--- src/rtl/gps_iq_readout_sched.sv ---
// Round-robin readout scheduler: serialises channel IQ frames into 16-bit words in an FWFT FIFO.
// Optional sticky overrun flags are enabled with `define GPS_READOUT_OVR_EN.
module gps_iq_readout_sched #(
    parameter int NCHANS     = 12,
    parameter int SER_BITS   = 108,
    parameter int FIFO_DEPTH = 64
) (
    input  logic                          clk,
    input  logic                          rst,
    input  logic [NCHANS-1:0]             epoch,
    input  logic [NCHANS-1:0]             sout,
    output logic [NCHANS-1:0]             shift,
    input  logic                          rd,
    output logic [15:0]                   rdata,
    output logic                          empty,
    output logic [$clog2(FIFO_DEPTH):0]   count,
    output logic                          busy
`ifdef GPS_READOUT_OVR_EN
    ,
    output logic [NCHANS-1:0]             ovr,
    input  logic [NCHANS-1:0]             ovr_clr
`endif
);

    localparam int CW   = (NCHANS > 1) ? $clog2(NCHANS) : 1;
    localparam int BW   = $clog2(SER_BITS + 1);
    localparam int AW   = $clog2(FIFO_DEPTH);
    localparam int CNTW = AW + 1;
    localparam logic [CNTW-1:0] DEPTH_C = CNTW'(FIFO_DEPTH);
    localparam logic [BW-1:0]   LAST_C  = BW'(SER_BITS - 1);
    localparam logic [CW-1:0]   MAXCH_C = CW'(NCHANS - 1);

    localparam logic [1:0] ST_IDLE  = 2'd0;
    localparam logic [1:0] ST_HDR   = 2'd1;
    localparam logic [1:0] ST_SHIFT = 2'd2;

    logic [1:0]        state_r;
    logic [NCHANS-1:0] pending_r;
    logic [CW-1:0]     chan_r;
    logic [CW-1:0]     rr_r;
    logic [BW-1:0]     bitcnt_r;
    logic [3:0]        wcnt_r;
    logic [14:0]       wbuf_r;
    logic [15:0]       mem_r [FIFO_DEPTH];
    logic [AW-1:0]     wptr_r;
    logic [AW-1:0]     rptr_r;
    logic [CNTW-1:0]   count_r;

    logic              grant_found_s;
    logic [CW-1:0]     grant_idx_s;
    logic              grant_s;
    logic [NCHANS-1:0] clr_s;
    logic              full_s;
    logic              pop_s;
    logic              can_push_s;
    logic              cur_sout_s;
    logic [15:0]       cur_word_s;
    logic              abort_s;
    logic              last_s;
    logic              word_done_s;
    logic              cap_s;
    logic              push_hdr_s;
    logic              push_s;
    logic [15:0]       push_data_s;
    logic [NCHANS-1:0] shift_s;
    logic              hdr_bit_s;

    // Round-robin search: first pending channel at or after the rr pointer, wrapping.
    always_comb begin
        int idx;
        grant_found_s = 1'b0;
        grant_idx_s   = '0;
        for (int i = 0; i < NCHANS; i++) begin
            idx = int'(rr_r) + i;
            if (idx >= NCHANS) begin
                idx = idx - NCHANS;
            end else begin
                idx = idx;
            end
            if (!grant_found_s && pending_r[idx]) begin
                grant_found_s = 1'b1;
                grant_idx_s   = CW'(idx);
            end else begin
                grant_found_s = grant_found_s;
            end
        end
        grant_s        = (state_r == ST_IDLE) && grant_found_s;
        clr_s          = '0;
        clr_s[grant_idx_s] = grant_s;
    end

    // Datapath: a bit is captured only when the word it completes can be pushed.
    always_comb begin
        full_s      = (count_r == DEPTH_C);
        pop_s       = rd && (count_r != '0);
        can_push_s  = !full_s || rd;
        cur_sout_s  = sout[chan_r];
        cur_word_s  = {wbuf_r, cur_sout_s};
        abort_s     = (state_r != ST_IDLE) && epoch[chan_r];
        last_s      = (bitcnt_r == LAST_C);
        word_done_s = (wcnt_r == 4'd15) || last_s;
        cap_s       = (state_r == ST_SHIFT) && !abort_s && (!word_done_s || can_push_s);
        push_hdr_s  = (state_r == ST_HDR) && !abort_s && can_push_s;
        push_s      = push_hdr_s || (cap_s && word_done_s);
        if (push_hdr_s) begin
            push_data_s = {8'hA5, hdr_bit_s, 1'b0, 6'(chan_r)};
        end else begin
            push_data_s = cur_word_s << (4'd15 - wcnt_r);
        end
        shift_s         = '0;
        shift_s[chan_r] = cap_s;
    end

    // Scheduler FSM, pending flags and word builder.
    always_ff @(posedge clk or posedge rst) begin
        if (rst) begin
            state_r   <= ST_IDLE;
            pending_r <= '0;
            chan_r    <= '0;
            rr_r      <= '0;
            bitcnt_r  <= '0;
            wcnt_r    <= 4'd0;
            wbuf_r    <= 15'd0;
        end else begin
            pending_r <= (pending_r & ~clr_s) | epoch;
            case (state_r)
                ST_IDLE: begin
                    if (grant_s) begin
                        chan_r  <= grant_idx_s;
                        state_r <= ST_HDR;
                    end
                end
                ST_HDR: begin
                    if (abort_s) begin
                        state_r <= ST_IDLE;
                    end else if (push_hdr_s) begin
                        state_r  <= ST_SHIFT;
                        bitcnt_r <= '0;
                        wcnt_r   <= 4'd0;
                        wbuf_r   <= 15'd0;
                    end
                end
                ST_SHIFT: begin
                    if (abort_s) begin
                        state_r <= ST_IDLE;
                    end else if (cap_s) begin
                        bitcnt_r <= bitcnt_r + BW'(1);
                        wbuf_r   <= cur_word_s[14:0];
                        wcnt_r   <= word_done_s ? 4'd0 : wcnt_r + 4'd1;
                        if (last_s) begin
                            state_r <= ST_IDLE;
                            rr_r    <= (chan_r == MAXCH_C) ? '0 : chan_r + CW'(1);
                        end
                    end
                end
                default: state_r <= ST_IDLE;
            endcase
        end
    end

    // FIFO pointers and occupancy; a push into a full FIFO only happens alongside a pop.
    always_ff @(posedge clk or posedge rst) begin
        if (rst) begin
            wptr_r  <= '0;
            rptr_r  <= '0;
            count_r <= '0;
        end else begin
            if (push_s) wptr_r <= wptr_r + AW'(1);
            if (pop_s)  rptr_r <= rptr_r + AW'(1);
            case ({push_s, pop_s})
                2'b10:   count_r <= count_r + CNTW'(1);
                2'b01:   count_r <= count_r - CNTW'(1);
                default: count_r <= count_r;
            endcase
        end
    end

    // FIFO storage.
    always_ff @(posedge clk) begin
        if (push_s) mem_r[wptr_r] <= push_data_s;
    end

`ifdef GPS_READOUT_OVR_EN
    logic [NCHANS-1:0] ovr_r;
    logic [NCHANS-1:0] ovr_set_s;
    logic [NCHANS-1:0] ovr_nxt_s;
    logic              hdr_ovr_r;

    // Overrun sources: re-epoch of a still-pending channel, or an aborted frame.
    always_comb begin
        ovr_set_s         = epoch & pending_r;
        ovr_set_s[chan_r] = ovr_set_s[chan_r] | abort_s;
        ovr_nxt_s         = (ovr_r & ~ovr_clr) | ovr_set_s;
    end

    // Sticky flags; the header bit is frozen at grant time.
    always_ff @(posedge clk or posedge rst) begin
        if (rst) begin
            ovr_r     <= '0;
            hdr_ovr_r <= 1'b0;
        end else begin
            ovr_r <= ovr_nxt_s;
            if (grant_s) hdr_ovr_r <= ovr_nxt_s[grant_idx_s];
        end
    end

    assign ovr       = ovr_r;
    assign hdr_bit_s = hdr_ovr_r;
`else
    assign hdr_bit_s = 1'b0;
`endif

    assign shift = shift_s;
    assign rdata = (count_r == '0) ? 16'h0000 : mem_r[rptr_r];
    assign empty = (count_r == '0);
    assign count = count_r;
    assign busy  = (state_r != ST_IDLE);

endmodule
--- config.mk ---
export PLATFORM = sky130hd
export DESIGN_NAME = gps_iq_readout_sched
export DESIGN_NICKNAME = d
export VERILOG_FILES = /design/src/rtl/gps_iq_readout_sched.sv
export SDC_FILE = /design/constraint.sdc
export NUM_CORES = 1
export LEC_CHECK = 0
export ABC_AREA = 1
export CORE_MARGIN = 4
export CORE_UTILIZATION = 60
export CTS_CLUSTER_SIZE = 14
export DETAILED_ROUTE_END_ITERATION = 10
export MAX_ROUTING_LAYER = met4
export PLACE_DENSITY = 0.78
export SLEW_MARGIN = 20
export SYNTH_ARGS = -nofsm -noshare
export SYNTH_HDL_FRONTEND = slang
export SYNTH_SLANG_ARGS = --single-unit
--- constraint.sdc ---
create_clock -name clk -period 7.41 [get_ports clk]
set_input_delay 0.741 -clock clk [delete_from_list [all_inputs] [get_ports clk]]
set_output_delay 0.741 -clock clk [all_outputs]
set_load 0.03 [all_outputs]
## After elaboration in Yosys (flattened, before gate mapping)

Memory sizes are Yosys's and may differ from the RTL's.
Cells that the tools add are included.
W data, S select, Z words.

- Add/sub/neg operators: 31
- $lt $le $gt $ge: 28
- Equal/unequal tests: 16
- Shifts and indexed selects: 1
- Multiplexer cells: 109
- Bitwise operators: 6
- Reduce and logical (&&, ||, !) cells: 49

Operators with widths:

| cell | count |
|---|---|
| $lt A32 B6 Y1 const B | 12 |
| $mux W32 | 12 |
| $mux W4 | 18 |
| $sub A5 B4 Y6 const B | 11 |
| $mux W15 | 4 |
| $bmux W1 S4 | 14 |
| $ge A5 B4 Y1 const B | 11 |
| $mux W1 | 42 |
| $and A12 B12 Y12 | 3 |
| $mux W16 | 2 |
| $pmux W15 S2 | 1 |
| $mux W7 | 4 |
| $pmux W7 S2 | 2 |
| $logic_and A1 B1 Y1 | 21 |
| $add A4 B3 Y5 const B | 4 |
| $add A4 B4 Y5 const B | 4 |
| $shl A16 B4 Y16 | 1 |
| $add A7 B1 Y7 const B | 2 |
| $eq A7 B7 Y1 const B | 2 |
| $logic_not A1 Y1 | 14 |
| $add A6 B1 Y6 const B | 2 |
| $mux W2 | 6 |
| $not A12 Y12 | 1 |
| $or A12 B12 Y12 | 1 |
| 26 further kinds | 46 |

- Register bits after elaboration: 67
- RAM bits: 1024
- Output and inout bits: 37
- Logic and storage cells: 251
- Memories kept: 1

Memories:

| name | depth | width | read ports | clocked after Yosys merged registers in | wr ports | line | text |
|---|---|---|---|---|---|---|---|
| mem_r | 64 | 16 | 1 | 0 | 1 | 44 | `logic [15:0] mem_r [FIFO_DEPTH];` |

## Depth between registers and ports, before layout

Gate-level depths: netlist of run 1.

- Depth after elaboration: 47
- Gate-level depth with buffers: 30
- Mapped depth without buffers: 30

## Worst setup path after synthesis of run 1

Ideal clock, no wire load.

- Kind: reg2reg
- Start point: reg count_r[1], in the netlist count[1]
- End point: mem mem_r[0][12], data pin
- Setup time: 0.702 ns
- Arrival time: 4.518 ns
- Data required time: 6.708 ns
- Path slack: 2.190 ns
- Cell stages (with the launch flop): 10
- Buffers on the path: 0
- Period minus slack after synthesis: 5.220 ns
- Path through: dfrtp_1 > nor4_1 > inv_1 > nor4_1 > inv_1 > nand3_2 > clkinv_1 > nor2_1 > inv_1 > o21ai_0

- Word-level cells in the longest chain between the ends: 5

RTL lines:

| what | line | text |
|---|---|---|
| from (decl) | 47 | `logic [CNTW-1:0] count_r;` |
| from (signal assigned) | 171 | `2'b10: count_r <= count_r + CNTW'(1);` |
| from (signal assigned) | 172 | `2'b01: count_r <= count_r - CNTW'(1);` |
| from (signal assigned) | 173 | `default: count_r <= count_r;` |
| $eq A7 B7 Y1 | 94 | `full_s = (count_r == DEPTH_C);` |
| $logic_not A1 Y1 | 96 | `can_push_s = !full_s \|\| rd;` |
| $logic_or A1 B1 Y1 | 96 |  |
| $logic_and A1 B1 Y1 | 103 | `push_hdr_s = (state_r == ST_HDR) && !abort_s && can_push_s;` |
| $mux W16 | 105 | `if (push_hdr_s) begin` |
| via push_data_s[12] | 64 | `logic [15:0] push_data_s;` |
| to (decl) | 44 |  |

The timed path passes the listed nets, and every way through them passes these cells.

## Worst setup path after layout of run 1

- Start point: reg rptr_r[0]
- End point: out rdata[7]

- Word-level cells in the longest chain between the ends: 2

RTL lines:

| what | line | text |
|---|---|---|
| from (decl) | 46 | `logic [AW-1:0] rptr_r;` |
| from (signal assigned) | 169 | `if (pop_s) rptr_r <= rptr_r + AW'(1);` |
| $mem_v2 Z64 W16 | - |  |
| $mux W16 | 214 | `assign rdata = (count_r == '0) ? 16'h0000 : mem_r[rptr_r];` |
| to (decl) | 14 | `output logic [15:0] rdata,` |

No other way between the ends.

==> results of run 1 <==
[worst reg2reg max path: stages, from the launching register on]
cell and delay, ns:
dfrtp_1 0.66, inv_2 0.28, o21ai_0 0.23, a21oi_1 0.10
nor3_2 0.32, or2_2 0.17, inv_1 0.04, nor2_1 0.14
o21ai_2 0.19, nand2_4 0.33, inv_2 0.18, nor2_2 0.54
inv_2 0.17, ha_1 0.32, ha_1 0.34, inv_1 0.06
o31ai_1 0.30, inv_1 0.09, nor2_1 0.15, nor2_1 0.07
nor2_1 0.13, nor2_1 0.05, nand2_1 0.05, nand3_1 0.09
xor2_1 0.15
[cell type report]
type,count,area (um2),share of cell area [%]
flip-flops and latches,1091,32400,62.8
repair buffers,168,1500,2.91
diodes,2,5.00,0.00969
inverters,159,616,1.19
clock buffers,139,2810,5.44
well taps,1030,1290,2.50
multi-input cells,2434,12500,24.3
clock inverters,53,455,0.882
[layer usage]
metal	share of wire (%)	up-vias	routed length [um]
met2	48	1953	59100
met4	5.3	0	6550
met1	37	15679	45500
met3	10	339	12300
li1	-	14432	-
met5	0	-	0
[sequential cells by signal, summed over array words and instances (netlist names)]
register	flops
bitcnt_r	7
chan_r	4
count	7
mem_r	1024
pending_r	12
rptr_r	6
rr_r	4
state_r	2
wbuf_r	15
wcnt_r	4
wptr_r	6
[per-stage QoR]
step | hold WS [ns] | total power [W] | cells | cell area (um2)
final | 0.505 | 0.0204 | 5076 | 51600
after global routing | 0.534 | 0.0212 | 5075 | 51600
after CTS | 0.503 | 0.0203 | 5073 | 51600
after detailed placement | 0.489 | 0.0152 | 4881 | 48400
after global placement | 0.476 | 0.0150 | 4881 | 48400
after floorplan | 0.446 | 0.0124 | 3922 | 46300
[kinds of logic (layout without fill, tap and decap cells)]
family,after synthesis,count (layout),synth area share [%]
xor+xnor,21,21,0.413
other cells,0,2,0
simple gates,1372,1372,12.7
mux,5,5,0.108
compound gates,999,999,12.4
flops,1091,1091,70.0
fa+ha+maj,37,37,1.02
buf+inv,397,519,3.31
[worst min-delay path by stage]
stage	cells past startpoint	end	startpoint
4_1_cts	2	wbuf_r[14]	wbuf_r[14]
6_report	2	pending_r[0]	pending_r[0]
2_1_floorplan	2	wbuf_r[14]	wbuf_r[14]
5_1_grt	2	pending_r[8]	pending_r[8]
3_5_place_dp	2	wbuf_r[14]	wbuf_r[14]
3_3_place_gp	2	wbuf_r[14]	wbuf_r[14]
[report_power, final]
| part | internal (W) | switching [W] | total (W) |
|---|---|---|---|
| clock network | 0.00287 | 0.00224 | 0.00511 |
| logic | 0.00191 | 0.00556 | 0.00747 |
| registers | 0.00750 | 0.000296 | 0.00780 |
| total | 0.0123 | 0.00809 | 0.0204 |
[cell usage after synthesis (9+ instances only)]
library cell | instances | area [um2]
o221ai_1 | 104 | 911
nand2_1 | 371 | 1390
xor2_1 | 17 | 149
buf_1 | 20 | 75.1
o22ai_1 | 163 | 1020
clkbuf_1 | 207 | 777
nand3_2 | 9 | 90.1
nor2_1 | 663 | 2490
nand3_1 | 215 | 1080
nand2_2 | 14 | 87.6
nand4_1 | 47 | 294
o211ai_1 | 28 | 210
inv_2 | 18 | 67.6
ha_1 | 36 | 450
dfrtp_1 | 67 | 1680
inv_1 | 133 | 499
nor3_1 | 14 | 70.1
a21oi_1 | 73 | 365
o21ai_0 | 600 | 3000
edfxtp_1 | 1024 | 30700
==> summary.md, run 1 <==
| Metric | Value |
|---|---|
| Result of the run | finished, final reports clean |
| Path type of the worst setup path | reg -> out |
| Max-slew violations | 0 |
| Max clock buf depth | 3 |
| Met3 Usage GRT | 4.76% |
| Critical path required time | 6.67 ns |
| Total iterations of the first detailed-routing run | 5 |
| Unrepaired setup endpoints after global routing | false |
| Final antenna-violating net count | 0 |
| Met1 capacity usage during global routing | 40.2% |
| Leakage power total | 17.7 nW |
| Most frequent standard cell in the layout excluding fill and tap cells | edfxtp_1 |
| Residual DRC | 0 |
| Worst hold path type | reg -> reg |
| Slew margin rel. | 19.0% |
| Reg2reg start | chan_r[0] |
| Share of synthesized registers carrying an async set or reset | 6.14% |
| End-of-flow core utilization | 67.8% |
| Overall die height | 286 um |
| Vias in the first global route | 30960 |
| Fill count | 5273 |
| Actual transition at the worst max-transition pin | 1.21 ns |
| Setup TNS | 0 ns |
| Number of DRC violations after detailed-routing iteration 0 | 4488 |
| Top-level I/O count | 64 |
| Critical path launch point type | flop |
| Clk_lat worst skew | 0.67 ns |
| Ordered list of cells on the worst path | buf_4, buf_4, o21ai_0, o221ai_1, o211ai_1, nand3_1, nand3_1, a21oi_1, clkdlybuf4s50_1 |
| Maximum net fanout on the critical path | 84 |
| Total routing usage reported by global routing | 30.8% |
| Unique masters post-synth | 58 |
| Worst path slowest cell | dfrtp_4 |
| Global routing met2 resource utilization | 48.2% |
| CP bufs+invs | 3 |
| Busiest metal layer after global routing | met2 |
| Post-synth net total | 3986 |
| Global-route wire length before repair | 187000 um |
| Synthesis-to-layout area growth | 11.5% |
| Reg-to-Reg End | count[6] |
| Initial antenna violation count | 2 |
| Number of enable-type register cells in the synthesized netlist | 1024 |
| Final global-route overflow total | 0 |
| Number of levels in the clock H-tree | 3 |
| Worst-case reg-to-reg path depth | 24 |
| Final Wtd Congestion | 0.921 |
| Final net count | 4023 |
| Die area | 81700 um2 |
| Number of synthesized register bits | 1091 |
| Clock tree root driver cell | clkbuf_16 |
| DR vias/cell | 6.38 |
| Smallest setup slack after layout | 1.52 ns |
| Post-route clock skew | 0.0224 ns |
| Largest vdd supply drop | 0.345 mV |
| Logic depth of the worst setup path including buffers | 9 |
| Die boundary width | 286 um |
| Starting utilization of the core area | 60.8% |
| Post-synthesis average cell area | 11.8 um2 |
| Worst stage delay on the critical path | 0.99 ns |
| Final worst-path cycle share | 79.5% |
| Count of final setup violators | 0 |
| Prevailing post-synth register cell | edfxtp_1 |
| Critical path launch point | rptr_r[0] |
| Delay-heaviest family, CP | buffers and inverters |
| Cell area after technology mapping | 46300 um2 |
| Number of gates given a new drive strength after cts | 0 |
| CTS hold repair buffers | 0 |
| Portion of the post-synthesis area used by sequential elements | 70.0% |
| Worst endpoint data arrival time | 5.15 ns |
| Clock tree from TritonCTS | built |
| Clk sinks | 1091 |
| Worst setup slack after placement | 1.96 ns |
| Via count | 32403 |
| Ratio of cells with drive above 1 in the final layout | 8.68% |
| Commonest non-fill, non-tap cells in the layout | edfxtp_1 (1024), nor2_1 (659), o21ai_0 (599), nand2_1 (371), nand3_1 (215) |
| Yosys warns | 0 |
| Count of maximum capacitance violations | 0 |
| FF-to-FF setup slack | 2.14 ns |
| Post-detailed-routing wire length | 124000 um |
| Wire length per cell after detailed routing | 24.3 um |
| Timing-limited maximum frequency | 0.170 GHz |
| Final critical delay including setup and external delays | 5.89 ns |
| Number of cells produced by synthesis | 3922 |
| TritonCTS Buffers | 105 |
| Number of standard-cell rows in the floorplan | 101 |
| Pin count of the biggest net entering global routing | 194 |
| Count of endpoints failing hold in the final timing report | 0 |
| DP Wirelength | 70900 um |
| Count of input and output buffers | 63 |
| Endpoint class of the critical path | output pin |
| Timing endpoint of the critical path | rdata[7] |
| Clock transition at the registers of the reported paths | 0.06 ns |
| Core Box Area | 76200 um2 |
| Count of buffers added by post-CTS timing repair for setup | 0 |
| Cell area power density | 395 nW/um2 |
No activity file was read; power rests on OpenSTA's default activity.
==> inputs of run 2 (changes only) <==
==> constraint.sdc (replaced) <==
create_clock -name clk -period 5.7 [get_ports clk]
set_input_delay 0.57 -clock clk [delete_from_list [all_inputs] [get_ports clk]]
set_output_delay 0.57 -clock clk [all_outputs]
set_load 0.03 [all_outputs]
==> run 2 against run 1 <==
Sequential share of layout area decreased by 0.42 points. Setup slack got worse by 1.1 ns. Global-route usage about the same. Count of clock-buffer cells in the layout decreased by 2. Total power increased by 32%. Final cell count increased by 0.49%. Sequential power increased by 31%. Combinational power increased by 33%. Clock skew increased by 0.015 ns. Largest power group unchanged.
==> summary.md, run 2 (same netlist as run 1, synthesis figures left out) <==
| Metric | Value |
|---|---|
| CTS hold repair buffers | 0 (unchanged) |
| Count of maximum capacitance violations | 0 (unchanged) |
| Met1 wire length | 45200 um (-0.73%) |
| Reg-to-Reg End | mem_r[44][13] |
| Synthesis-to-layout area growth | 12.2% |
| Core Box Area | 76200 um2 (unchanged) |
| Max-slew violations | 0 (unchanged) |
| Worst hold path type | in -> async |
| Overall die height | 286 um (unchanged) |
| Max clock buf depth | 3 (unchanged) |
| Worst setup slack after placement | 0.818 ns (-1.14 ns) |
| Critical path launch point type | flop |
| Result of the run | finished, final reports clean |
| Global-route wire length before repair | 186000 um (-0.16%) |
| Vias in the first global route | 30932 (-0.090%) |
| Final net count | 4049 (+0.65%) |
| Die boundary width | 286 um (unchanged) |
| Die area | 81700 um2 (unchanged) |
| Total routing usage reported by global routing | 30.8% (about the same) |
| Initial antenna violation count | 0 (-2) |
| Clk_lat worst skew | 0.70 ns (+0.03 ns) |
| Maximum net fanout on the critical path | 101 (+20%) |
| Hold slack final | 0.255 ns (-0.250 ns) |
| Final antenna-violating net count | 0 (unchanged) |
| Most frequent standard cell in the layout excluding fill and tap cells | edfxtp_1 |
| DP Wirelength | 72100 um (+1.6%) |
| Reg2reg start | chan_r[0] |
| Final worst-path cycle share | 93.5% |
| Wire length per cell after detailed routing | 24.3 um (-0.30%) |
| Path type of the worst setup path | reg -> out |
| Sum of met3 wire segment lengths after detailed routing | 13100 um (+6.8%) |
| Largest vdd supply drop | 0.546 mV (+58%) |
| Number of DRC violations after detailed-routing iteration 0 | 4697 (+4.7%) |
| Count of input and output buffers | 63 (unchanged) |
| Slew margin rel. | 24.6% (+5.6 points) |
| Smallest setup slack after layout | 0.372 ns (-1.15 ns) |
| Number of levels in the clock H-tree | 3 (unchanged) |
| Setup TNS | 0 ns (unchanged) |
| Via count | 32653 (+0.77%) |
| Unrepaired setup endpoints after global routing | false |
| Starting utilization of the core area | 60.8% (unchanged) |
| Top-level I/O count | 64 (unchanged) |
| Placed cell count | 4908 (+0.55%) |
| Residual DRC | 0 (unchanged) |
| Fill count | 5134 (-2.6%) |
| Clock tree from TritonCTS | built |
| Cell area power density | 516 nW/um2 (+31%) |
| FF-to-FF setup slack | 0.65 ns (-1.49 ns) |
| Post-detailed-routing wire length | 124000 um (+0.19%) |
| TritonCTS Buffers | 105 (unchanged) |
| Commonest non-fill, non-tap cells in the layout | edfxtp_1 (1024), nor2_1 (659), o21ai_0 (599), nand2_1 (371), nand3_1 (215) |
| Leakage power total | 17.9 nW (+1.1%) |
| Critical path required time | 5.13 ns (-1.54 ns) |
| Worst endpoint data arrival time | 4.76 ns (-0.39 ns) |
| Final critical delay including setup and external delays | 5.33 ns |
| Timing-limited maximum frequency | 0.188 GHz |
| Number of gates given a new drive strength after cts | 0 (unchanged) |
| Clock tree root driver cell | clkbuf_16 |
| Final Wtd Congestion | 0.944 (+2.4%) |
| Metal2 WL | 59000 um (-0.17%) |
| Final cell count without fillers | 5101 (+0.49%) |
| Final global-route overflow total | 0 (unchanged) |
| Clock transition at the registers of the reported paths | 0.07 ns (about the same) |
| Number of flip-flops in the largest register | 1024 (unchanged) |
| Count of final setup violators | 0 (unchanged) |
| Number of standard-cell rows in the floorplan | 101 (unchanged) |
| Top flop regs | mem_r (1024), wbuf_r (15), pending_r (12) |
| Pin count of the biggest net entering global routing | 183 (-5.7%) |
| Actual transition at the worst max-transition pin | 1.12 ns (-0.0904 ns) |
| Count of endpoints failing hold in the final timing report | 0 (unchanged) |
| Reg with most FFs | mem_r |
| Clk sinks | 1091 (unchanged) |
| Endpoint class of the critical path | output pin |
| Count of buffers added by post-CTS timing repair for setup | 0 (unchanged) |
| Ratio of cells with drive above 1 in the final layout | 9.24% (+0.56 points) |
| Total iterations of the first detailed-routing run | 6 (+1) |
| Worst-case reg-to-reg path depth | 11 (-54%) |
| Post-route clock skew | 0.0375 ns (+0.0151 ns) |
| DR vias/cell | 6.40 (+0.28%) |
| Topmost layer with routed signal wires | met4 |
==> run 2: cell types whose count changed in the layout (fill, tap and decap cells not counted), sizes merged <==
cell	delta
clkinv	+4
clkbuf	-2
buf	+26
diode	-1
bufinv	+1
clkinvlp	-3
==> run 2: worst max path at each step <==
stage | start | to | slack [ns]
5_1_grt | rptr_r[0] | rdata[15] | 0.31
3_3_place_gp | epoch[10] | count[6] | 0.96
4_1_cts | rptr_r[0] | rdata[14] | 0.50
2_1_floorplan | count[1] | mem_r[0][12] | 0.48
3_5_place_dp | epoch[2] | count[6] | 0.82
6_report | rptr_r[0] | rdata[7] | 0.37
==> run 2: report_power, final <==
group	leakage [nW]	internal (W)	total, W	switching (W)
registers	10.2	0.00975	0.0102	0.000430
clock network	1.62	0.00376	0.00675	0.00299
logic	6.06	0.00262	0.00991	0.00729
==> run 2: layout make-up <==
| type | count | area, um2 | area share [%] |
|---|---|---|---|
| diodes | 1 | 2.50 | 0.00481 |
| clock buffers | 137 | 2760 | 5.30 |
| clock inverters | 55 | 581 | 1.12 |
| inverters | 159 | 613 | 1.18 |
| multi-input cells | 2434 | 12500 | 24.1 |
| flip-flops and latches | 1091 | 32400 | 62.4 |
| well taps | 1030 | 1290 | 2.48 |
| repair buffers | 194 | 1780 | 3.42 |
==> run 2: worst max-delay path, stage by stage (launching register included) <==
cell and delay, ns:
dfrtp_4 0.74, inv_8 0.52, buf_4 0.39, o21ai_0 0.12, o221ai_1 0.27, o211ai_1 0.16, nand4_1 0.37, nand3_1 0.25
a21oi_1 0.32, clkdlybuf4s50_1 0.73
==> run 2: routing by layer <==
layer	global-route usage [%]	vias up
met5	-	-
met4	14.8	0
met3	5.00	345
met2	48.5	2030
met1	39.7	15783
li1	-	14495
==> run 2: through the flow <==
stage	total power, W	util [%]	instance area [um2]
after detailed placement	0.0199	63.8	48700
final	0.0268	68.2	52000
after global routing	0.0279	68.2	52000
after floorplan	0.0161	-	46300
after global placement	0.0197	63.8	48700
after CTS	0.0267	68.2	52000
